[config.mk]
export PLATFORM = sky130hd
export DESIGN_NAME = seq_mul_unit_flat
export DESIGN_NICKNAME = d
export VERILOG_FILES = /design/src/rtl/seq_mul_unit_if.sv /design/src/rtl/seq_mul_unit.sv /design/src/flat_wrapper.sv
export SDC_FILE = /design/constraint.sdc
export NUM_CORES = 1
export LEC_CHECK = 0
export ABC_AREA = 1
export CORE_UTILIZATION = 45
export CTS_CLUSTER_DIAMETER = 120
export DETAILED_ROUTE_END_ITERATION = 16
export DONT_BUFFER_PORTS = 1
export PLACE_DENSITY = 0.6
export SYNTH_ARGS = -nofsm -noshare
export SYNTH_HDL_FRONTEND = slang
export SYNTH_SLANG_ARGS = --single-unit
[constraint.sdc]
create_clock -name clk -period 39.3 [get_ports clk]
set_input_delay 5.895 -clock clk [delete_from_list [all_inputs] [get_ports clk]]
set_output_delay 5.895 -clock clk [all_outputs]
set_load 0.03 [all_outputs]
[src/rtl/seq_mul_unit_if.sv]
// Request/result handshake bundle between issue logic and the sequential multiplier.
// The master side belongs to issue/consume logic. The slave side belongs to seq_mul_unit.
interface seq_mul_unit_if #(
  parameter int XLEN = 32
);
  logic            req_valid;
  logic            req_ready;
  logic [XLEN-1:0] op_a;
  logic [XLEN-1:0] op_b;
  logic [1:0]      op_sel;
  logic            res_valid;
  logic            res_ready;
  logic [XLEN-1:0] result;
  logic            busy;

  modport master (
    output req_valid, op_a, op_b, op_sel, res_ready,
    input  req_ready, res_valid, result, busy
  );

  modport slave (
    input  req_valid, op_a, op_b, op_sel, res_ready,
    output req_ready, res_valid, result, busy
  );
endinterface

[src/rtl/seq_mul_unit.sv]
// Iterative shift-add multiplier for RV32M MUL/MULH/MULHSU/MULHU using sign-magnitude operands.
// Optional macro SEQ_MUL_EARLY_EXIT_EN ends CALC as soon as the remaining multiplier is zero.
module seq_mul_unit #(
  parameter int XLEN = 32
) (
  input  logic            clk,
  input  logic            reset,
  seq_mul_unit_if.slave   bus
);
  localparam int W2 = 2 * XLEN;
  localparam int NT = W2 / 4;
  localparam int CW = $clog2(XLEN + 1);

  typedef enum logic [1:0] {IDLE, CALC, FIXUP, DONE} state_t;

  state_t          state_q, state_d;
  logic [1:0]      op_q, op_d;
  logic            neg_q, neg_d;
  logic [W2-1:0]   acc_q, acc_d;
  logic [W2-1:0]   mcand_q, mcand_d;
  logic [XLEN-1:0] mplier_q, mplier_d;
  logic [CW-1:0]   count_q, count_d;
  logic            req_ready_q, req_ready_d;
  logic            res_valid_q, res_valid_d;
  logic            busy_q, busy_d;
  logic [XLEN-1:0] result_q, result_d;

  logic            sign_a, sign_b;
  logic [XLEN-1:0] mag_a, mag_b;
  logic [W2-1:0]   add_sum;
  logic [CW-1:0]   next_count;
  logic [XLEN-1:0] next_mplier;
  logic            last_iter;

  // Ripple-carry adder of acc + mcand, tiled in 4-bit groups; the final carry-out is dropped.
  logic [NT-1:0] tile_cin;
  assign tile_cin[0] = 1'b0;

  for (genvar g = 0; g < NT; g++) begin : g_tile
    logic [3:0] c;
    assign c[0] = tile_cin[g];
    for (genvar b = 0; b < 4; b++) begin : g_bit
      assign add_sum[4*g+b] = acc_q[4*g+b] ^ mcand_q[4*g+b] ^ c[b];
      if (b < 3) begin : g_c
        assign c[b+1] = (acc_q[4*g+b] & mcand_q[4*g+b]) | (c[b] & (acc_q[4*g+b] ^ mcand_q[4*g+b]));
      end
    end
    if (g < NT - 1) begin : g_co
      assign tile_cin[g+1] = (acc_q[4*g+3] & mcand_q[4*g+3]) | (c[3] & (acc_q[4*g+3] ^ mcand_q[4*g+3]));
    end
  end

  always_comb begin
    sign_a      = bus.op_a[XLEN-1] && (bus.op_sel != 2'b11);
    sign_b      = bus.op_b[XLEN-1] && !bus.op_sel[1];
    mag_a       = sign_a ? (~bus.op_a + XLEN'(1)) : bus.op_a;
    mag_b       = sign_b ? (~bus.op_b + XLEN'(1)) : bus.op_b;
    next_count  = count_q + CW'(1);
    next_mplier = mplier_q >> 1;
`ifdef SEQ_MUL_EARLY_EXIT_EN
    last_iter   = (next_count == CW'(XLEN)) || (next_mplier == '0);
`else
    last_iter   = (next_count == CW'(XLEN));
`endif
  end

  always_comb begin
    state_d     = state_q;
    op_d        = op_q;
    neg_d       = neg_q;
    acc_d       = acc_q;
    mcand_d     = mcand_q;
    mplier_d    = mplier_q;
    count_d     = count_q;
    res_valid_d = res_valid_q;
    result_d    = result_q;
    case (state_q)
      IDLE: begin
        if (bus.req_valid) begin
          op_d     = bus.op_sel;
          neg_d    = sign_a ^ sign_b;
          mcand_d  = {{XLEN{1'b0}}, mag_a};
          mplier_d = mag_b;
          acc_d    = '0;
          count_d  = '0;
          state_d  = CALC;
        end
      end
      CALC: begin
        if (mplier_q[0]) acc_d = add_sum;
        mcand_d  = mcand_q << 1;
        mplier_d = next_mplier;
        count_d  = next_count;
        if (last_iter) state_d = FIXUP;
      end
      FIXUP: begin
        if (neg_q) acc_d = ~acc_q + W2'(1);
        state_d = DONE;
      end
      DONE: begin
        // The result word is captured once so it stays stable under backpressure.
        if (!res_valid_q) begin
          res_valid_d = 1'b1;
          result_d    = (op_q == 2'b00) ? acc_q[XLEN-1:0] : acc_q[W2-1:XLEN];
        end else if (bus.res_ready) begin
          res_valid_d = 1'b0;
          state_d     = IDLE;
        end
      end
      default: state_d = IDLE;
    endcase
    req_ready_d = (state_d == IDLE);
    busy_d      = (state_d != IDLE);
  end

  always_ff @(posedge clk or posedge reset) begin
    if (reset) begin
      state_q     <= IDLE;
      op_q        <= '0;
      neg_q       <= 1'b0;
      acc_q       <= '0;
      mcand_q     <= '0;
      mplier_q    <= '0;
      count_q     <= '0;
      req_ready_q <= 1'b1;
      res_valid_q <= 1'b0;
      busy_q      <= 1'b0;
      result_q    <= '0;
    end else begin
      state_q     <= state_d;
      op_q        <= op_d;
      neg_q       <= neg_d;
      acc_q       <= acc_d;
      mcand_q     <= mcand_d;
      mplier_q    <= mplier_d;
      count_q     <= count_d;
      req_ready_q <= req_ready_d;
      res_valid_q <= res_valid_d;
      busy_q      <= busy_d;
      result_q    <= result_d;
    end
  end

  assign bus.req_ready = req_ready_q;
  assign bus.res_valid = res_valid_q;
  assign bus.busy      = busy_q;
  assign bus.result    = result_q;
endmodule

[src/flat_wrapper.sv]
// flat-port wrapper written by rule: the top's interface ports become plain ports
module seq_mul_unit_flat 
#(
  parameter int XLEN = 32
)
  (clk, reset, bus_req_valid, bus_op_a, bus_op_b, bus_op_sel, bus_res_ready, bus_req_ready, bus_res_valid, bus_result, bus_busy);
  seq_mul_unit_if #(.XLEN(XLEN)) bus_i ();
  input  logic clk;
  input  logic reset;
  input wire logic [$bits(bus_i.req_valid)-1:0] bus_req_valid;
  input wire logic [$bits(bus_i.op_a)-1:0] bus_op_a;
  input wire logic [$bits(bus_i.op_b)-1:0] bus_op_b;
  input wire logic [$bits(bus_i.op_sel)-1:0] bus_op_sel;
  input wire logic [$bits(bus_i.res_ready)-1:0] bus_res_ready;
  output wire logic [$bits(bus_i.req_ready)-1:0] bus_req_ready;
  output wire logic [$bits(bus_i.res_valid)-1:0] bus_res_valid;
  output wire logic [$bits(bus_i.result)-1:0] bus_result;
  output wire logic [$bits(bus_i.busy)-1:0] bus_busy;
  assign bus_i.req_valid = bus_req_valid;
  assign bus_i.op_a = bus_op_a;
  assign bus_i.op_b = bus_op_b;
  assign bus_i.op_sel = bus_op_sel;
  assign bus_i.res_ready = bus_res_ready;
  assign bus_req_ready = bus_i.req_ready;
  assign bus_res_valid = bus_i.res_valid;
  assign bus_result = bus_i.result;
  assign bus_busy = bus_i.busy;
  seq_mul_unit #(.XLEN(XLEN)) u_core (.clk(clk), .reset(reset), .bus(bus_i));
endmodule
* After elaboration in Yosys (flattened, before gate mapping)
Index checks and enable logic that the tools add are counted.
** Operators by class
- $add $sub $neg :: 4
- Equality and inequality tests :: 8
- Muxes and demuxes :: 20
- Bitwise logic cells :: 319
- Reductions and logical operators :: 13
** Operator list (count)
- 64-bit two-way mux :: 4
- 64-bit case mux with 3 select lines :: 1
- 32-bit two-way mux :: 4
- 64-bit case mux with 2 select lines :: 1
- 1-bit bitwise XOR :: 128
- 1-bit bitwise AND :: 125
- 32-bit by 1-bit adder with 32-bit output (second input constant) :: 2
- 64-bit by 1-bit adder with 64-bit output (second input constant) :: 1
- 32-bit NOT :: 2
- 64-bit NOT :: 1
- 32-bit case mux with 2 select lines :: 1
- 1-bit bitwise OR :: 62
- 6-bit case mux with 2 select lines :: 1
- 2-bit two-way mux :: 4
- 2-bit case mux with 4 select lines :: 1
- 6-bit by 1-bit adder with 6-bit output (second input constant) :: 1
- 6-bit equality test (second input constant) :: 1
- 2-bit zero test :: 3
- 6-bit two-way mux :: 1
- 2-bit AND reduction :: 3
- 2-bit equality test (second input constant) :: 2
- 2-bit by 1-bit != test with 1-bit output (second input constant) :: 2
- 2-bit != test (second input constant) :: 2
- 4-bit AND reduction :: 1
- 7 further kinds :: 10
** Storage, ports and cells
- Flip-flop bits (word level) :: 206
- Input port bits :: 70
- Word-level logic and storage cells :: 375

* Depth between registers and ports, before layout
Gate-level depths: netlist of run 1.
- Depth after elaboration :: 128
- Depth in mapped cells :: 72
- Mapped depth without buffers :: 72

* Least setup slack after synthesis of run 1
Ideal clock, no wire load.
- Path type :: register to register
- Start :: register u_core.acc_q[0]
- End :: register u_core.acc_q[62]
- Setup time :: 0.065 ns
- Arrival time :: 24.359 ns
- Required time :: 39.235 ns
- Slack :: 14.876 ns
- Cell stages (with the launch flop) :: 71
- Cell sequence :: dfrtp_1 -> ha_1 -> inv_1 -> fa_1 -> fa_1 -> fa_1 -> fa_1 -> fa_1 -> fa_1 -> fa_1 -> fa_1 -> fa_1 -> fa_1 -> fa_1 -> fa_1 -> fa_1 -> fa_1 -> fa_1 -> (+35 left out) -> fa_1 -> fa_1 -> fa_1 -> fa_1 -> fa_1 -> fa_1 -> fa_1 -> fa_1 -> fa_1 -> fa_1 -> inv_1 -> fa_1 -> inv_1 -> fa_1 -> or2_2 -> nand2_1 -> nand2_1 -> nand2_1
** Between the ends
- Word-level cells in the longest chain between the ends :: 126
- Elaborated cells on any way between the ends :: 129
- Classes of those cells :: add/sub: 1; mux: 3; bitwise: 125
** Ends and longest elaborated chain
- from (decl) :: line seq_mul_unit.sv:19 : logic [W2-1:0] acc_q, acc_d;
- from (signal assigned) :: line seq_mul_unit.sv:121 : acc_q <= '0;
- from (signal assigned) :: line seq_mul_unit.sv:133 : acc_q <= acc_d;
- 1-bit bitwise AND (2 in a row) :: line seq_mul_unit.sv:45 : assign c[b+1] = (acc_q[4*g+b] & mcand_q[4*g+b]) | (c[b] & (acc_q[4*g+b] ^ mcand_q[4*g+b]));
- 1-bit bitwise OR :: line seq_mul_unit.sv:45
- 1-bit bitwise AND :: line seq_mul_unit.sv:45
- 1-bit bitwise OR :: line seq_mul_unit.sv:45
- 1-bit bitwise AND :: line seq_mul_unit.sv:49 : assign tile_cin[g+1] = (acc_q[4*g+3] & mcand_q[4*g+3]) | (c[3] & (acc_q[4*g+3] ^ mcand_q[4*g+3]));
- 1-bit bitwise OR :: line seq_mul_unit.sv:49
- 1-bit bitwise AND :: line seq_mul_unit.sv:45
- 1-bit bitwise OR :: line seq_mul_unit.sv:45
- (+109 left out)
- 1-bit bitwise OR :: line seq_mul_unit.sv:49
- 1-bit bitwise AND :: line seq_mul_unit.sv:45
- 1-bit bitwise OR :: line seq_mul_unit.sv:45
- 1-bit bitwise AND :: line seq_mul_unit.sv:45
- 1-bit bitwise OR :: line seq_mul_unit.sv:45
- 1-bit bitwise XOR :: line seq_mul_unit.sv:43 : assign add_sum[4*g+b] = acc_q[4*g+b] ^ mcand_q[4*g+b] ^ c[b];
- 64-bit two-way mux :: line seq_mul_unit.sv:90 : if (mplier_q[0]) acc_d = add_sum;
- 64-bit case mux with 3 select lines * :: line seq_mul_unit.sv:77 : case (state_q)
Mark *: on every way between the ends. The rest lies on a longest branch, timed or not. The select of a mux whose other input is x is not followed.
A chain may end at the register's enable or synchronous reset.

* Final worst setup path of run 1
Ends and elaborated chain as after synthesis.

==> results of run 1 <==
-- through the flow --
step | utilization [%] | cell area [sq um] | cells | setup slack (ns)
after floorplan | - | 14700 | 2143 | 14.88
after global placement | 47.1 | 15000 | 2514 | 13.88
after detailed placement | 47.1 | 15000 | 2514 | 13.76
after CTS | 50.0 | 15900 | 2561 | 13.68
after global routing | 50.0 | 15900 | 2561 | 12.79
final | 50.0 | 15900 | 2561 | 13.62
-- state kept, by name, indices dropped and copies added, names as in the netlist --
register              count
u_core.bus.result        32
u_core.bus.busy           1
u_core.count_q            6
u_core.mplier_q          32
u_core.mcand_q           64
u_core.acc_q             64
u_core.bus.res_valid      1
u_core.neg_q              1
u_core.state_q            2
u_core.op_q               2
u_core.bus.req_ready      1
-- cells by family (layout without fill, tap and decap cells) --
| kind of cell | after synthesis | count (layout) | synth area share [%] |
|---|---|---|---|
| buffers and inverters | 321 | 304 | 8.69 |
| and+or+nand+nor | 1219 | 1219 | 34.3 |
| DFF | 206 | 206 | 35.2 |
| adders and majority gates | 71 | 71 | 9.24 |
| xor gates and xnor gates | 9 | 9 | 0.538 |
| AOI/OAI and AO/OA | 317 | 317 | 12.0 |
-- synthesized netlist by cell type, types with 2 or more instances --
cell / number
sky130_fd_sc_hd__nand2_1: 692
sky130_fd_sc_hd__nor2_1: 284
sky130_fd_sc_hd__inv_1: 235
sky130_fd_sc_hd__dfrtp_1: 205
sky130_fd_sc_hd__nand3_1: 167
sky130_fd_sc_hd__o21ai_0: 132
sky130_fd_sc_hd__a21oi_1: 70
sky130_fd_sc_hd__fa_1: 62
sky130_fd_sc_hd__o22ai_1: 44
sky130_fd_sc_hd__clkbuf_1: 39
sky130_fd_sc_hd__a31oi_1: 33
sky130_fd_sc_hd__or2_2: 32
sky130_fd_sc_hd__buf_2: 28
sky130_fd_sc_hd__o21ai_1: 15
sky130_fd_sc_hd__nor2_2: 10
sky130_fd_sc_hd__nor2_4: 10
sky130_fd_sc_hd__ha_1: 9
sky130_fd_sc_hd__nand4_1: 8
sky130_fd_sc_hd__xor2_1: 8
sky130_fd_sc_hd__buf_4: 7
sky130_fd_sc_hd__inv_2: 7
sky130_fd_sc_hd__o221ai_1: 7
sky130_fd_sc_hd__nand2_2: 6
sky130_fd_sc_hd__o211ai_1: 6
sky130_fd_sc_hd__buf_1: 4
sky130_fd_sc_hd__nor3_1: 4
sky130_fd_sc_hd__a22oi_1: 3
sky130_fd_sc_hd__nand3b_1: 3
sky130_fd_sc_hd__a21boi_0: 2
-- power breakdown --
group          switching, uW  leakage [uW]  internal, uW
clock network           97.2      0.000464           162
logic                    431       0.00423           164
registers               81.7       0.00269           278
-- worst paths after layout --
check	end	slack, ns	cells after the start
max	u_core.acc_q[62]	13.62	70
min	u_core.mcand_q[24]	0.48	2
max reg2reg	u_core.acc_q[62]	13.62	70
min reg2reg	u_core.mcand_q[24]	0.48	2
max in group asynchronous	u_core.mplier_q[19]	32.69	2
min in group asynchronous	u_core.mcand_q[42]	5.29	1
-- critical path, delay by kind of cell, from the launching register on --
kind                     cells  cell delay (ns)
buffers and inverters        3             0.16
adder cells (fa/ha/maj)     63            24.57
flip-flops                   1             0.37
AND/OR/NAND/NOR              4             0.51
-- metal layers --
layer | share of wire, % | vias to the layer above | global-route usage [%] | wire, um
met1 | 45 | 6430 | 37.6 | 19500
met2 | 44 | 447 | 41.4 | 18800
met4 | 3.2 | 0 | 8.13 | 1360
met5 | 0 | - | 0 | 0
li1 | - | 6722 | - | -
met3 | 8.0 | 87 | 5.49 | 3440
-- layout make-up --
type,instances,share of cell area [%]
Clock buffer,36,4.84
Clock inverter,11,1.02
Inverter,242,5.77
Multi-Input combinational cell,1616,51.8
Sequential cell,206,32.4
Tap cell,435,3.42
Timing Repair Buffer,15,0.708
-- cells in the final DEF (no fill, tap or decap), types with 12 or more instances in the layout --
cell type	n
sky130_fd_sc_hd__nand2_1	692
sky130_fd_sc_hd__nor2_1	282
sky130_fd_sc_hd__inv_1	234
sky130_fd_sc_hd__dfrtp_1	205
sky130_fd_sc_hd__nand3_1	167
sky130_fd_sc_hd__o21ai_0	132
sky130_fd_sc_hd__a21oi_1	70
sky130_fd_sc_hd__fa_1	62
sky130_fd_sc_hd__o22ai_1	44
sky130_fd_sc_hd__a31oi_1	33
sky130_fd_sc_hd__or2_2	32
sky130_fd_sc_hd__clkbuf_16	27
sky130_fd_sc_hd__o21ai_1	15
sky130_fd_sc_hd__buf_4	15
sky130_fd_sc_hd__nor2_4	12
==> out/metrics.sh, run 1 <==
POST_CTS_BUFFERS=0
MOST_INSTANTIATED_FLIP_FLOP_CELL_IN_THE_SYNTHESIS_NETLIST='sky130_fd_sc_hd__dfrtp_1'
FINALSETUPVIOLCOUNT=0
DETAIL_ROUTE.WL_PER_CELL_UM=16.8
AVGSYNTHCELLAREA_SQ_UM=6.84
MAPPEDNETLISTAREA_SQ_UM=14700
RUN_STATUS='finished clean'
CLKSINKCOUNT=206
GRT_SETUP_UNREPAIRED='no'
FLOORPLAN.DIE.HEIGHT_UM=182
ANTENNA_FOUND_INITIAL=0
SYNTH.NET_COUNT=2284
CP_SLOWEST_CELL='sky130_fd_sc_hd__fa_1'
DRC=0
YS_WARN_COUNT=0
MAX-CLOCK-PATH-BUFFERS=3
TIMING.FINAL.MAX_SLEW_VIOLATIONS=0
CRITICAL_PATH.ENDPOINT_TYPE='register'
CP_DATA_REQUIRED_TIME_NS=39.78
SYN_INST=2143
TIMING.HOLD.WS_NS=0.477
HOLD_CLASS='reg -> reg'
HOLDCRITSTARTPOINT='u_core.mcand_q[24]'
WEIGHTED_CONGESTION_AT_THE_END_OF_ROUTABILITY_DRIVEN_GLOBAL_PLACEMENT=0.927
CLK_LATENCY_NS=0.55
CTS-HTREE-LEVELS=1
DIE_WIDTH_UM=182
TOTAL_POWER_uW=1210
PATH_CLK_SLEW_NS=0.06
FINALNETCOUNT=2248
GRT_PASS1_WL_MM=70.6
TIMING.RR.START='u_core.acc_q[0]'
YOSYSTOPAREACELL='sky130_fd_sc_hd__dfrtp_1'
CELLLEAKAGEPOWER_uW=0.00739
SYN2LAYOUT_AREA_GROWTH_PCT=8.55
GRT_USE_TOTAL_PCT=26.7
CRITPATHARRIVALTIME_NS=26.16
BUFFER_PORTS.INSERTED=0
POST_CTS_HOLD_BUFFER_COUNT=0
VDD.IR_DROP.WORST_V=0.0000428
TIMING_HOLD_VIOLATIONS_FINAL=0
CORE.ROWCOUNT=65
CTS_RESIZED=0
SYNTH_EDF_COUNT=0
CP-STARTPOINT='u_core.acc_q[0]'
DR_TOTAL_VIAS=13700
SHARE_OF_SYNTHESIZED_AREA_OCCUPIED_BY_FLIP_FLOPS_AND_LATCHES_PCT=35.2
GRT_REMAINING_OVERFLOW=0
CELL_VARIETY_AFTER_SYNTH=40
PLACEABLECOREAREA_SQ_UM=31800
FLOORPLAN.IO_PINS=105
SKEW_NS=0.0123
WL_MM=43.1
DRIVE_GT1_SHARE_PCT=6.30
DETAILEDPLACEMENTHPWL_MM=31.4
FIN_TNS_SETUP_NS=0
CTS.ROOT.BUFFER_CELL='sky130_fd_sc_hd__clkbuf_16'
AVGVIACOUNTPERCELL=5.34
DRT_PASS1_ITERATIONS=5
SYNTH_SEQ_CELLS=206
FILLCELLCOUNT=3227
DRT_FIRST_ITER_VIOLATIONS=956
DIEAREA_SQ_UM=33300
CTS_MADE_BUFFERS=26
CLOCK.FMAX_MHz=38.9
GRT_PASS1_VIAS=13100
NUMBER_OF_MAXIMUM_CAPACITANCE_CONSTRAINT_VIOLATIONS=0
INSERTEDDIODECOUNT=0
P_PER_AREA_nW_PER_UM2=76.3
FIN_CRIT_SH_PCT=65.3
START_TO_END_TYPE_OF_THE_WORST_SETUP_PATH='reg -> reg'
GRT_START_MAX_NET_PINS=89
SYNTH.TOP_CELL.AREA_SHARE_PCT=35.0
ASYNC_FLOP_SHARE_PCT=100
CRIT_TOP_CELL='sky130_fd_sc_hd__fa_1'
FLOORPLAN.INITIALDENSITY_PCT=46.1
TIMING.SLEW.HEADROOM_PCT=22.3
TRITONCTS='yes'
CRIT_PATH_START_KIND='register'
POSTROUTEANTENNANETS=0
YOSYS-TOP-CELLS-AREA='sky130_fd_sc_hd__dfrtp_1, sky130_fd_sc_hd__nand2_1, sky130_fd_sc_hd__fa_1'
FIN_CRIT_NS=25.68
CRIT_FANOUT=3
WORST_SLEW_PIN_SLEW_NS=1.17
MULTIINPUTGATEAREA_SQ_UM=8240
REGAREA_SQ_UM=5160
CRIT_PATH_MAX_INCR_DELAY_NS=0.45
(Power assumes the default switching activity.)
==> run 2: changes to the inputs <==
Clock period 39.3 ns to 26.3 ns, I/O delays scaled along.
==> out/metrics.sh, run 2 (synthesis results as in run 1) <==
GRT_START_MAX_NET_PINS=89  # unchanged
DR_TOTAL_VIAS=13700  # -0.23%
TIMING.SLEW.HEADROOM_PCT=20.9  # -1.3 points
CLKSINKCOUNT=206  # unchanged
FINALNETCOUNT=2248  # unchanged
CTS_MADE_BUFFERS=26  # unchanged
CRIT_FANOUT=3  # unchanged
GRT_SETUP_UNREPAIRED='no'
CLOCK.FMAX_MHz=39.3  # +0.85%
LAYOUT_TOP_REGISTERS='u_core.acc_q: 64 flops, u_core.mcand_q: 64 flops'
POST_CTS_HOLD_BUFFER_COUNT=0  # unchanged
PATH_CLK_SLEW_NS=0.06  # about the same
START_TO_END_TYPE_OF_THE_WORST_SETUP_PATH='reg -> reg'
CRIT_PATH_MAX_INCR_DELAY_NS=0.42  # -0.03 ns
HOLD-PATH-ENDPOINT='u_core.mcand_q[24]'
RUN_STATUS='finished clean'
HOLD_CLASS='reg -> reg'
FINISH.INSTANCE_AREA_SQ_UM=15900  # about the same
FLOORPLAN.INITIALDENSITY_PCT=46.1  # unchanged
TIMING_HOLD_VIOLATIONS_FINAL=0  # unchanged
WEIGHTED_CONGESTION_AT_THE_END_OF_ROUTABILITY_DRIVEN_GLOBAL_PLACEMENT=0.927  # unchanged
CRITPATHARRIVALTIME_NS=25.94  # -0.22 ns
WORST_HOLD_PATH.NUM_CELLS=2  # unchanged
PLACEDINSTANCEAREA_SQ_UM=15000  # unchanged
WORSTREGTOREGCELLS=70  # unchanged
TIMING.HOLD.WS_NS=0.476  # -0.00150 ns
DRC=0  # unchanged
GRT_PASS1_VIAS=13100  # unchanged
CRIT_TOP_CELL='sky130_fd_sc_hd__fa_1'
VDD.IR_DROP.WORST_V=0.0000643  # +50%
FILLCELLCOUNT=3227  # unchanged
DIEAREA_SQ_UM=33300  # unchanged
TRITONCTS='yes'
SYN2LAYOUT_AREA_GROWTH_PCT=8.62  # about the same
NUMBER_OF_MAXIMUM_CAPACITANCE_CONSTRAINT_VIOLATIONS=0  # unchanged
CRIT_PATH_START_KIND='register'
AVGVIACOUNTPERCELL=5.33  # -0.23%
LAYOUT_COMMON_CELLS='sky130_fd_sc_hd__nand2_1, sky130_fd_sc_hd__nor2_1, sky130_fd_sc_hd__inv_1'
INSERTEDDIODECOUNT=0  # unchanged
POSTROUTEANTENNANETS=0  # unchanged
FIN_CRIT_SH_PCT=96.8  # +31 points
CTS-HTREE-LEVELS=1  # unchanged
CTS_RESIZED=0  # unchanged
LAYOUT.CELLS.MOST_COMMON='sky130_fd_sc_hd__nand2_1'
CP-STARTPOINT='u_core.acc_q[0]'
CLK_LATENCY_NS=0.54  # about the same
R2R_SLACK_NS=0.84  # -12.78 ns
DRT_PASS1_ITERATIONS=5  # unchanged
P_PER_AREA_nW_PER_UM2=114  # +49%
CP_SLOWEST_CELL='sky130_fd_sc_hd__fa_1'
TIMING.FINAL.MAX_SLEW_VIOLATIONS=0  # unchanged
CTS.ROOT.BUFFER_CELL='sky130_fd_sc_hd__clkbuf_16'
GRT_REMAINING_OVERFLOW=0  # unchanged
CELLLEAKAGEPOWER_uW=0.00739  # about the same
GRT_PASS1_WL_MM=70.6  # unchanged
REGAREA_SQ_UM=5160  # unchanged
FINALSETUPVIOLCOUNT=0  # unchanged
DETAIL_ROUTE.WL_PER_CELL_UM=16.8  # -0.13%
CRIT-REG2REG-CAPTURE='u_core.acc_q[62]'
GRT_USE_TOTAL_PCT=26.7  # unchanged
WORST_SLEW_PIN_SLEW_NS=1.19  # +0.0198 ns
DIE_WIDTH_UM=182  # unchanged
POST_CTS_BUFFERS=0  # unchanged
DRIVE_GT1_SHARE_PCT=6.49  # +0.19 points
ANTENNA_FOUND_INITIAL=0  # unchanged
CRITICAL_PATH.ENDPOINT_TYPE='register'
MAX-CLOCK-PATH-BUFFERS=3  # unchanged
TIMING.RR.START='u_core.acc_q[0]'
FIN_CRIT_NS=25.46  # -0.216 ns
FLOORPLAN.DIE.HEIGHT_UM=182  # unchanged
HOLDCRITSTARTPOINT='u_core.mcand_q[24]'
BUFFER_PORTS.INSERTED=0  # unchanged
FLOORPLAN.IO_PINS=105  # unchanged
PLACEABLECOREAREA_SQ_UM=31800  # unchanged
CORE.ROWCOUNT=65  # unchanged
CP_DATA_REQUIRED_TIME_NS=26.78  # -13.00 ns
WL_MM=43.0  # -0.13%
FIN_TNS_SETUP_NS=0  # unchanged
SKEW_NS=0.0109  # -0.00139 ns
MULTIINPUTGATEAREA_SQ_UM=8250  # +0.12%
DRT_FIRST_ITER_VIOLATIONS=915  # -4.3%
DETAILEDPLACEMENTHPWL_MM=31.4  # unchanged
[run 2: cell types whose count changed in the layout (fill, tap and decap cells not counted)]
cell,change
sky130_fd_sc_hd__fa_1,-4
sky130_fd_sc_hd__fa_2,+4
[run 2: worst max-delay path, delay by kind of cell, from the launching register on]
kind	cells	cell delay (ns)
fa+ha+maj	63	24.37
buf+inv	3	0.16
flops	1	0.37
simple gates	4	0.51
[run 2: area by class of cell]
class	count	area share, %
clock inverters	11	1.02
inverters	242	5.76
flip-flops and latches	206	32.4
multi-input cells	1616	51.8
clock buffers	36	4.84
well taps	435	3.42
repair buffers	15	0.708
[run 2: worst max path at each step]
stage | end | slack [ns]
after floorplan | u_core.acc_q[62] | 1.88
after global placement | u_core.acc_q[62] | 0.88
after detailed placement | u_core.acc_q[62] | 0.76
after CTS | u_core.acc_q[62] | 0.68
after global routing | u_core.acc_q[62] | 0.03
final | u_core.acc_q[62] | 0.84
[run 2: metrics by stage]
step / total power, uW / setup slack (ns) / std cells / util (%)
finish: 1810 / 0.836 / 2561 / 50.0
global route: 1960 / 0.0315 / 2561 / 50.0
CTS: 1810 / 0.676 / 2561 / 50.0
detailed placement: 1420 / 0.757 / 2514 / 47.1
global placement: 1410 / 0.879 / 2514 / 47.1
floorplan: 1170 / 1.88 / 2143 / -
[run 2: metal layers]
layer  wire length (um)  global-route usage (%)  up-vias
li1                   -                       -     6722
met1              19600                    37.6     6412
met2              18700                    41.4      430
met3               3350                    5.49       91
met4               1390                    8.13        0
met5                  0                       0        -
[run 2: where the power goes]
| group | internal, uW | total (uW) | switching [uW] |
|---|---|---|---|
| Sequential | 415 | 538 | 122 |
| Combinational | 246 | 889 | 643 |
| Clock | 243 | 388 | 145 |
==> run 3: changes to the inputs <==
Settings changed: PLACE_DENSITY 0.6 to 0.62, TNS_END_PERCENT from default to 5.
Clock period 26.3 ns to 20.9 ns, I/O delays scaled along.
==> out/metrics.sh, run 3 (synthesis results as in run 1) <==
CELLLEAKAGEPOWER_uW=0.00742  # +0.40%
FINAL_CORE_UTILIZATION_PCT=50.4  # +0.37 points
CRIT_TOP_CELL='sky130_fd_sc_hd__fa_2'
FIN_CELLS=2568  # +0.27%
LAYOUT.CELLS.MOST_COMMON='sky130_fd_sc_hd__nand2_1'
CLK_LATENCY_NS=0.53  # about the same
AVGVIACOUNTPERCELL=5.30  # -0.53%
CRITPATHARRIVALTIME_NS=23.33  # -2.61 ns
LAYOUT_COMMON_CELLS='sky130_fd_sc_hd__nand2_1, sky130_fd_sc_hd__nor2_1, sky130_fd_sc_hd__inv_1'
TIMING.HOLD.WS_NS=0.474  # -0.00239 ns
HOLD_CLASS='reg -> reg'
RUN_STATUS='finished, violations left'
FIN_CRIT_NS=22.87  # -2.60 ns
DR_TOTAL_VIAS=13600  # -0.26%
FLOORPLAN.DIE.HEIGHT_UM=182  # unchanged
DIEAREA_SQ_UM=33300  # unchanged
SKEW_NS=0.0196  # +0.00868 ns
WORST_SLEW_PIN_SLEW_NS=1.26  # +0.0760 ns
FINALNETCOUNT=2259  # +0.49%
TIMING_HOLD_VIOLATIONS_FINAL=0  # unchanged
WEIGHTED_CONGESTION_AT_THE_END_OF_ROUTABILITY_DRIVEN_GLOBAL_PLACEMENT=0.947  # +2.2%
P_PER_AREA_nW_PER_UM2=141  # +23%
VIOLATIONS='setup timing'
PLACEDINSTANCEAREA_SQ_UM=15200  # +1.6%
FINISH.INSTANCE_AREA_SQ_UM=16000  # +0.73%
VDD.IR_DROP.WORST_V=0.0000955  # +49%
POSTROUTEANTENNANETS=0  # unchanged
TIMING.FINAL.MAX_SLEW_VIOLATIONS=0  # unchanged
DETAILEDPLACEMENTHPWL_MM=31.1  # -1.1%
MAX-CLOCK-PATH-BUFFERS=3  # unchanged
TIMING.SLEW.HEADROOM_PCT=15.9  # -5.1 points
CP_DATA_REQUIRED_TIME_NS=21.36  # -5.42 ns
FLOORPLAN.IO_PINS=105  # unchanged
FLOORPLAN.INITIALDENSITY_PCT=46.1  # unchanged
TOTAL_POWER_uW=2250  # +24%
GRT_PASS1_WL_MM=69.4  # -1.6%
PLACE.DETAILED.INSTANCES=2526  # +0.48%
DRT_FIRST_ITER_VIOLATIONS=995  # +8.7%
CLOCK.FMAX_MHz=43.7  # +11%
GRT_USE_TOTAL_PCT=26.2  # -0.53 points
POST_CTS_BUFFERS=0  # unchanged
SYN2LAYOUT_AREA_GROWTH_PCT=9.41
DRT_PASS1_ITERATIONS=5  # unchanged
CRIT_PATH_START_KIND='register'
CLKSINKCOUNT=206  # unchanged
BUFFER_PORTS.INSERTED=0  # unchanged
WL_MM=42.5  # -1.2%
LAYOUT_TOP_REGISTERS='u_core.acc_q: 64 flops, u_core.mcand_q: 64 flops'
FINALWORSTSETUPSLACK_NS=-1.97  # -2.80 ns
DIE_WIDTH_UM=182  # unchanged
CRIT_FANOUT=2  # -1
NUMBER_OF_MAXIMUM_CAPACITANCE_CONSTRAINT_VIOLATIONS=0  # unchanged
GRT_PASS1_VIAS=13000  # -0.78%
CTS_MADE_BUFFERS=25  # -3.8%
CTS.ROOT.BUFFER_CELL='sky130_fd_sc_hd__clkbuf_16'
CRITICAL_PATH.ENDPOINT_TYPE='register'
PATH_CLK_SLEW_NS=0.06  # about the same
DRIVE_GT1_SHARE_PCT=9.42  # +2.9 points
CTS-HTREE-LEVELS=1  # unchanged
GRT_REMAINING_OVERFLOW=0  # unchanged
GRT_SETUP_UNREPAIRED='yes'
FIN_CRIT_SH_PCT=109  # +13 points
TRITONCTS='yes'
FINALSETUPVIOLCOUNT=7  # +7
DRC=0  # unchanged
INSERTEDDIODECOUNT=0  # unchanged
START_TO_END_TYPE_OF_THE_WORST_SETUP_PATH='reg -> reg'
DETAIL_ROUTE.WL_PER_CELL_UM=16.6  # -1.4%
CORE.ROWCOUNT=65  # unchanged
GRT_START_MAX_NET_PINS=133  # +49%
CRIT_PATH_MAX_INCR_DELAY_NS=0.42  # about the same
PLACEABLECOREAREA_SQ_UM=31800  # unchanged
FILLCELLCOUNT=3233  # +0.19%
ANTENNA_FOUND_INITIAL=0  # unchanged
CP_SLOWEST_CELL='sky130_fd_sc_hd__fa_1'
run 3: cell types whose count changed in the layout (fill, tap and decap cells not counted), sizes merged:
cell      change
clkinvlp      +3
buf          +12
clkinv        -4
clkbuf        -4
bufinv        -1
inv           +1
run 3: critical path: cells and delay by family (launching register included):
family | cells | cell delay [ns]
flops | 1 | 0.36
buf+inv | 3 | 0.16
simple gates | 4 | 0.49
fa+ha+maj | 63 | 21.81
run 3: layer usage:
| layer | vias to the layer above | GRT usage, % | share of wire, % |
|---|---|---|---|
| li1 | 6749 | - | - |
| met1 | 6429 | 36.2 | 46 |
| met2 | 380 | 42.5 | 45 |
| met3 | 62 | 4.59 | 6.5 |
| met4 | 0 | 6.86 | 2.5 |
| met5 | - | 0 | 0 |
run 3: final timing paths:
kind	from	endpoint	slack (ns)	depth (start not counted)
max	u_core.acc_q[0]	u_core.acc_q[62]	-1.97	70
min	u_core.mplier_q[19]	u_core.mplier_q[19]	0.47	2
max reg2reg	u_core.acc_q[0]	u_core.acc_q[62]	-1.97	70
min reg2reg	u_core.mplier_q[19]	u_core.mplier_q[19]	0.47	2
max in group asynchronous	reset	u_core.mcand_q[24]	16.72	2
min in group asynchronous	reset	u_core.count_q[2]	2.64	1
run 3: final cells by class:
type                            count  area (sq um)  area share [%]
Clock buffer                       32           682            4.25
Clock inverter                     10           136           0.851
Inverter                          242           917            5.72
Multi-Input combinational cell   1616          8390            52.3
Sequential cell                   206          5160            32.2
Tap cell                          435           544            3.40
Timing Repair Buffer               27           203            1.26
run 3: through the flow:
step / setup slack, ns / TNS (ns)
floorplan: -1.19 / -3.85
global placement: -1.82 / -7.57
detailed placement: -1.97 / -8.55
CTS: -1.96 / -8.49
global route: -2.42 / -12.20
finish: -1.97 / -8.71
run 3: report_power, final:
part,internal (uW),total (uW),leakage (uW),switching [uW]
logic,322,1140,0.00433,815
registers,522,675,0.00269,152
clock network,266,442,0.000393,176
total,1110,2250,0.00742,1140
run 3: repair_timing:
item,in CTS,in global routing
setup endpoints to repair,7,9
pin swaps,1,0
hold buffers,0,0
gates resized for setup,1,2
